`src/rtl/ann_pkg.sv`:
```
// Shared types and constants for the neuron layer scheduler.
package ann_pkg;

    localparam int FP_W = 32;

    localparam logic [FP_W-1:0] FP_ZERO = 32'h0000_0000;
    localparam logic [FP_W-1:0] FP_ONE  = 32'h3F80_0000;

    typedef enum logic [2:0] {
        IDLE,
        LOAD,
        ISSUE,
        DRAIN,
        OUT
    } sched_state_t;

    // Weight ROM footprint; bias words sit directly after the weights.
    function automatic int rom_words(input int n_in, input int n_neuron, input bit bias_en);
        return n_in * n_neuron + (bias_en ? n_neuron : 0);
    endfunction

endpackage

```
`src/rtl/x_vec_buf.sv`:
```
// Input vector register file: synchronous write, combinational read, cleared on reset.
module x_vec_buf
    import ann_pkg::*;
#(
    parameter int N_IN = 2,
    parameter int IW   = 1
)
(
    input  logic            clk,
    input  logic            rst,
    input  logic            we,
    input  logic [IW-1:0]   waddr,
    input  logic [FP_W-1:0] wdata,
    input  logic [IW-1:0]   raddr,
    output logic [FP_W-1:0] rdata
);

    logic [FP_W-1:0] mem [N_IN];

    always_ff @(posedge clk) begin
        if (rst) begin
            for (int i = 0; i < N_IN; i++) begin
                mem[i] <= FP_ZERO;
            end
        end else if (we && (32'(waddr) < N_IN)) begin
            mem[waddr] <= wdata;
        end
    end

    assign rdata = (32'(raddr) < N_IN) ? mem[raddr] : FP_ZERO;

endmodule

```
`src/rtl/neuron_layer_sched.sv`:
```
// Time-multiplexes one shared MAC/bias/sigmoid datapath across the neurons of a layer.
// Build option NEURON_SCHED_BIAS_EN issues the bias word as an extra MAC pair per neuron.
//
// state | meaning
// IDLE  | waiting for start
// LOAD  | capturing N_IN input words into the vector buffer
// ISSUE | stepping ROM addresses for neuron n, one operand pair per cycle
// DRAIN | waiting PIPE_LAT cycles for the datapath to produce the activation
// OUT   | holding the activation until the downstream accepts it
module neuron_layer_sched
    import ann_pkg::*;
#(
    parameter int N_IN     = 2,
    parameter int N_NEURON = 2,
    parameter int PIPE_LAT = 2,
    parameter int AW       = 8
)
(
    input  logic            clk,
    input  logic            rst,
    input  logic            start,
    input  logic            x_valid,
    input  logic [FP_W-1:0] x_in,
    output logic            x_ready,
    output logic [AW-1:0]   w_addr,
    input  logic [FP_W-1:0] w_data,
    output logic [FP_W-1:0] mac_w,
    output logic [FP_W-1:0] mac_x,
    output logic            mac_en,
    output logic            mac_clr,
    input  logic [FP_W-1:0] act_in,
    output logic            y_valid,
    output logic [FP_W-1:0] y_data,
    output logic [7:0]      y_idx,
    input  logic            y_ready,
    output logic            busy,
    output logic            done
);

`ifdef NEURON_SCHED_BIAS_EN
    localparam bit BIAS_EN = 1'b1;
`else
    localparam bit BIAS_EN = 1'b0;
`endif

    localparam int N_PAIR    = N_IN + (BIAS_EN ? 1 : 0);
    localparam int ROM_WORDS = rom_words(N_IN, N_NEURON, BIAS_EN);
    localparam int KW        = $clog2(N_PAIR + 1);
    localparam int IW        = (N_IN > 1) ? $clog2(N_IN) : 1;
    localparam int CW        = $clog2(PIPE_LAT + 1);

    if (N_IN < 1 || N_NEURON < 1 || PIPE_LAT < 1) begin : g_bad_param
        $error("neuron_layer_sched: N_IN, N_NEURON and PIPE_LAT must all be >= 1");
    end
    if (ROM_WORDS > (2 ** AW)) begin : g_bad_aw
        $error("neuron_layer_sched: weight ROM does not fit in 2**AW words");
    end
    if (N_NEURON > 256) begin : g_bad_idx
        $error("neuron_layer_sched: y_idx is 8 bits, N_NEURON must be <= 256");
    end

    sched_state_t    state, state_nx;
    logic [KW-1:0]   k;
    logic [7:0]      n;
    logic [CW-1:0]   drain_cnt;
    logic            pair_vld;
    logic [KW-1:0]   pair_k;
    logic            y_valid_q;
    logic [FP_W-1:0] y_data_q;
    logic [7:0]      y_idx_q;
    logic            done_q;
    logic [FP_W-1:0] x_rdata;
    logic [AW-1:0]   w_addr_c;
    logic            last_k;
    logic            last_load;
    logic            last_n;
    logic            bias_pair;

    assign last_load = (32'(k) == N_IN - 1);
    assign last_k    = (32'(k) == N_PAIR - 1);
    assign last_n    = (32'(n) == N_NEURON - 1);
    assign bias_pair = BIAS_EN && (32'(pair_k) == N_IN);

    x_vec_buf #(
        .N_IN (N_IN),
        .IW   (IW)
    ) u_x_buf (
        .clk   (clk),
        .rst   (rst),
        .we    ((state == LOAD) && x_valid),
        .waddr (IW'(k)),
        .wdata (x_in),
        .raddr (IW'(pair_k)),
        .rdata (x_rdata)
    );

    always_ff @(posedge clk) begin
        if (rst) begin
            state <= IDLE;
        end else begin
            state <= state_nx;
        end
    end

    always_comb begin
        state_nx = state;
        unique case (state)
            IDLE:    if (start)                   state_nx = LOAD;
            LOAD:    if (x_valid && last_load)    state_nx = ISSUE;
            ISSUE:   if (last_k)                  state_nx = DRAIN;
            DRAIN:   if (drain_cnt == '0)         state_nx = OUT;
            OUT:     if (y_ready)                 state_nx = last_n ? IDLE : ISSUE;
            default:                              state_nx = IDLE;
        endcase
    end

    // Counters, operand pipeline flag and the result register.
    always_ff @(posedge clk) begin
        if (rst) begin
            k         <= '0;
            n         <= '0;
            drain_cnt <= '0;
            pair_vld  <= 1'b0;
            pair_k    <= '0;
            y_valid_q <= 1'b0;
            y_data_q  <= FP_ZERO;
            y_idx_q   <= '0;
            done_q    <= 1'b0;
        end else begin
            pair_vld <= 1'b0;
            done_q   <= 1'b0;
            unique case (state)
                IDLE: begin
                    k <= '0;
                    n <= '0;
                end
                LOAD: begin
                    if (x_valid) begin
                        k <= last_load ? '0 : k + 1'b1;
                    end
                end
                ISSUE: begin
                    pair_vld  <= 1'b1;
                    pair_k    <= k;
                    k         <= k + 1'b1;
                    drain_cnt <= CW'(PIPE_LAT);
                end
                DRAIN: begin
                    if (drain_cnt == '0) begin
                        y_valid_q <= 1'b1;
                        y_data_q  <= act_in;
                        y_idx_q   <= n;
                    end else begin
                        drain_cnt <= drain_cnt - 1'b1;
                    end
                end
                OUT: begin
                    if (y_ready) begin
                        y_valid_q <= 1'b0;
                        k         <= '0;
                        if (last_n) begin
                            n      <= '0;
                            done_q <= 1'b1;
                        end else begin
                            n <= n + 8'd1;
                        end
                    end
                end
                default: ;
            endcase
        end
    end

    // The bias word follows all weights, so it is addressed per neuron past the weight block.
    always_comb begin
        w_addr_c = '0;
        if (state == ISSUE) begin
            if (BIAS_EN && (32'(k) == N_IN)) begin
                w_addr_c = AW'(N_IN * N_NEURON + 32'(n));
            end else begin
                w_addr_c = AW'(32'(n) * N_IN + 32'(k));
            end
        end
    end

    assign w_addr  = w_addr_c;
    assign x_ready = (state == LOAD);
    assign busy    = (state != IDLE);
    assign mac_en  = pair_vld;
    assign mac_clr = pair_vld && (pair_k == '0);
    assign mac_w   = pair_vld ? w_data : FP_ZERO;
    assign mac_x   = pair_vld ? (bias_pair ? FP_ONE : x_rdata) : FP_ZERO;
    assign y_valid = y_valid_q;
    assign y_data  = y_data_q;
    assign y_idx   = y_idx_q;
    assign done    = done_q;

endmodule

```
`config.mk`:
```
export PLATFORM = sky130hd
export DESIGN_NAME = neuron_layer_sched
export DESIGN_NICKNAME = d
export VERILOG_FILES = /design/src/rtl/ann_pkg.sv /design/src/rtl/x_vec_buf.sv /design/src/rtl/neuron_layer_sched.sv
export SDC_FILE = /design/constraint.sdc
export NUM_CORES = 1
export LEC_CHECK = 0
export BUFFER_PORTS_ARGS = -buffer_cell sky130_fd_sc_hd__buf_2
export CAP_MARGIN = 0
export CORE_AREA = 3 3 118 120
export DETAILED_ROUTE_END_ITERATION = 16
export DIE_AREA = 0 0 121 123
export GPL_TIMING_DRIVEN = 0
export PLACE_DENSITY = 0.79
export SYNTH_ARGS = -nofsm -noshare
export SYNTH_HDL_FRONTEND = slang
export SYNTH_SLANG_ARGS = --single-unit
```
`constraint.sdc`:
```
create_clock -name clk -period 2.3 [get_ports clk]
set_input_delay 0.115 -clock clk [delete_from_list [all_inputs] [get_ports clk]]
set_output_delay 0.115 -clock clk [all_outputs]
set_load 0.03 [all_outputs]
```
==> metrics.md <==
| Metric | Value |
|---|---|
| Proportion of layout cells with a drive suffix above 1 | `0.3134` |
| Placed Instances | `about 1000` |
| Syn. warnings | `0` |
| Syn_area_per_cell | `10.08 um^2` |
| Starting density of the core | `0.4452` |
| CP max FO | `7` |
| Pwr dens | `795.0 mW/mm^2` |
| Final #Nets | `between 900 and 1000` |
| Register area share after synthesis | `0.5395` |
| Post-layout util | `0.6347` |
| # diodes | `0` |
| Final Hold Viols | `0` |
| Fin crit share | `0.9055` |
| Slew @ Worst Pin | `roughly 800 ps` |
| Post-route insts no fill | `1063` |
| Largest family of logic cells by synthesized area | `simple AND/OR/NAND/NOR gates` |
| Synth Area in Compound Gates | `0.06594` |
| H-tree levels | `4` |
| Setup Buffers After CTS | `0` |
| Grt ovf | `0` |
| First-pass detailed-route iteration total | `4` |
| Clock Tree Buf Depth | `2` |
| Synth Area in Adders | `0.01503` |
| Synth Area in XOR/XNOR | `0.01654` |
| Critical Path, Cell by Cell | `clkbuf_1 -> nand2_1 -> or3_2 -> a21oi_1 -> buf_2` |
| Leak | `about 3.6 nW` |
| Seq pwr share | `0.396` |
| CP required | `2180 ps` |
| Area of the die | `~0.015 mm^2` |
| Die W | `roughly 120 um` |
| Largest cells by area after synthesis | `edfxtp_1 33%, dfxtp_1 21%, and2_1 11%` |
| Row cnt | `42` |
| WL/cell | `~15 um` |
| Library cells used by synthesis | `50` |
| Relative slew slack | `0.4635` |
| Min Tclk post-route | `around 2100 ps` |
| Switching portion of total power | `0.2748` |
| Total CTS buffers | `17` |
| Tot GR Track Use | `0.2121` |
| Syn Nets | `between 600 and 700` |
| FILL cells | `between 1000 and 1500` |
| Maximum vdd drop | `between 0.5 and 0.6 mV` |
| CP max stage delay | `460 ps` |
| Crit Path Class | `flop to output port` |
| Combinational Power Share | `0.209` |
| Initial antenna violation count | `0` |
| CP Capture Type | `output port` |
| Mux cell area share after synthesis | `0.06035` |
| CTS Root Cell | `clkbuf_16` |
| Total Routed Length | `15.87 mm` |
| #FFs+latches synth | `125` |
| Fin Setup TNS | `0 ps` |
| CP max-delay cell | `or3_2` |
| Die Span Y | `between 100 and 150 um` |
| Met3 Use GR | `0.06313` |
| P_sw | `0.001815 W` |
| CTS Hold Bufs | `between 50 and 60` |
| Clock network power share | `0.395` |
| Vias in the first global route | `just over 5000` |
| Post-cts sizing count | `0` |
| Global route hottest layer | `met2` |
| TritonCTS clock tree | `done` |
| Synth-to-Final Area Change | `42.57%` |
| Worst skew pair latency | `around 400 ps` |
| Top-area cell type share of the netlist area | `0.3299` |
| RSZ-0062 raised after global routing | `false` |
| GP Congestion | `between 0.8 and 0.9` |
| Instance count of the mapped netlist | `between 500 and 600` |
| # Max-Cap Violations | `0` |
| Vias | `5093` |
| Max-slew violations | `0` |
| Core area | `0.01309 mm^2` |
| # setup viols final | `0` |
| Vias/cell | `4.791` |
| DRT iter0 DRCs | `~270` |
| Final HPWL DP | `roughly 11 mm` |
| Largest area contributor in the netlist | `edfxtp_1` |
| Detail Route Antenna Nets | `0` |
| Cell internal pwr | `approximately 0.0048 W` |
| Status | `finished clean` |
| Worst hold slack | `~21 ps` |
| Met2 GRT Util | `0.3654` |
| Simple-Gate Fraction of Synth Area | `0.2663` |
| Pin count of the biggest net entering global routing | `33` |
| First-pass GRT wire length | `approximately 25 mm` |
| Clk slew on worst S/H paths | `50 ps` |
| Clock Skews | `between 4 and 5 ps` |
| IO Pins | `219` |
| DRC | `0` |
| Worst Path Arrival | `slightly below 2000 ps` |
| Clk sinks | `125` |
| Met1 GRT Util | `0.2541` |
| HP Class | `input pin to flop` |
| Fmax | `slightly below 500 MHz` |
| IO Port Bufs | `around 220` |
| Worst setup SP type | `flop` |
| Mapped Area | `approximately 0.006 mm^2` |
[per-stage QoR]
stage               total power, W  instance area (um^2)  setup WS [ps]
finish                    0.006603                  8305          217.4
global route              0.006877                  8305          39.60
CTS                       0.006632                  8305          191.7
detailed placement        0.003949                  7137          213.2
global placement          0.003920                  7137          238.0
floorplan                 0.003553                  5826          154.9
[path summary, 6_finish.rpt]
check,startpoint,end,slack (ps),cells after the start
min,x_in[12],u_x_buf.mem[0][12],20,2
max,n[4],w_addr[6],220,5
min reg2reg,y_data[1],y_data[1],450,2
max reg2reg,state[2],u_x_buf.mem[1][29],240,4
[cell type report]
type / count / area, um^2 / area share
flip-flops and latches: 125 / 3143 / 0.3784
multi-input cells: 405 / 2471 / 0.2975
repair buffers: 277 / 1682 / 0.2025
clock buffers: 23 / 457.9 / 0.05514
well taps: 176 / 220.2 / 0.02651
plain buffers: 41 / 185.2 / 0.02230
clock inverters: 9 / 120.1 / 0.01446
inverters: 7 / 26.28 / 0.003164
[cell families after synthesis]
logic type / count (synthesis)
xor+xnor: 11
flops: 125
mux: 35
buf+inv: 48
fa+ha+maj: 7
simple gates: 286
compound gates: 66
[worst max-delay path, delay by kind of cell, from the launching register on]
| kind | cells | cell delay (ps) |
|---|---|---|
| buf+inv | 2 | 500 |
| simple gates | 2 | 620 |
| compound gates | 1 | 140 |
| flops | 1 | 300 |
[layout by cell type, fill, tap and decap left out, types with 3 or more instances in the layout]
| cell type | count |
|---|---|
| buf_2 | 231 |
| and2_1 | 99 |
| nand2_1 | 92 |
| edfxtp_1 | 64 |
| dfxtp_1 | 61 |
| dlygate4sd3_1 | 59 |
| a21oi_1 | 50 |
| mux2i_1 | 34 |
| nor2b_1 | 34 |
| clkbuf_1 | 24 |
| nor2_1 | 21 |
| clkbuf_16 | 17 |
| inv_1 | 7 |
| xor2_1 | 7 |
| ha_1 | 7 |
| nand2b_1 | 6 |
| nand3_1 | 6 |
| clkbuf_2 | 6 |
| nor3_1 | 5 |
| xnor2_1 | 4 |
| o21ai_0 | 3 |
| or2_2 | 3 |
| or3_1 | 3 |
| bufinv_16 | 3 |
| clkinv_1 | 3 |
[state kept, by name, summed over array words and instances (netlist names), 2 cells and up, named ones only]
| register | flops |
|---|---|
| u_x_buf.mem | 64 |
| y_data | 32 |
| n | 8 |
| y_idx | 8 |
| state | 3 |
| drain_cnt | 2 |
| k | 2 |
| pair_k | 2 |
[power groups by stage]
stage | combinational [W] | clock (W) | sequential [W]
after floorplan | 0.000857 | 0 | 0.00270
after global placement | 0.00127 | 0 | 0.00265
after detailed placement | 0.00129 | 0 | 0.00266
after CTS | 0.00138 | 0.00264 | 0.00261
after global routing | 0.00151 | 0.00274 | 0.00263
final | 0.00138 | 0.00261 | 0.00261
[synth_stat cells, drive strengths merged]
cell / instances
xnor2: 4
a21boi: 1
a21oi: 50
o211ai: 1
nand4b: 1
and4b: 1
o41ai: 1
and2: 99
nor3: 5
mux2: 1
nand2: 92
edfxtp: 64
ha: 7
nand2b: 6
o31ai: 1
a221oi: 1
nor3b: 2
nor4: 2
nor2: 22
or4b: 1
a22oi: 1
nor2b: 35
a31o: 1
or2: 5
o221ai: 2
a22o: 1
clkbuf: 25
mux2i: 34
a311oi: 1
xor2: 7
o22a: 1
o21ai: 4
and4bb: 1
nand3: 6
inv: 7
buf: 16
and3: 1
nand4: 2
dfxtp: 61
and4: 1
or3: 4
[per-layer routing]
layer	wire length [um]	part of all wire	vias to the layer above
met4	273	0.017	0
met5	0	0	-
li1	-	-	2537
met3	1164	0.073	24
met1	6609	0.42	2344
met2	7821	0.49	188
Note: power is estimated with default switching activity, not from simulation.
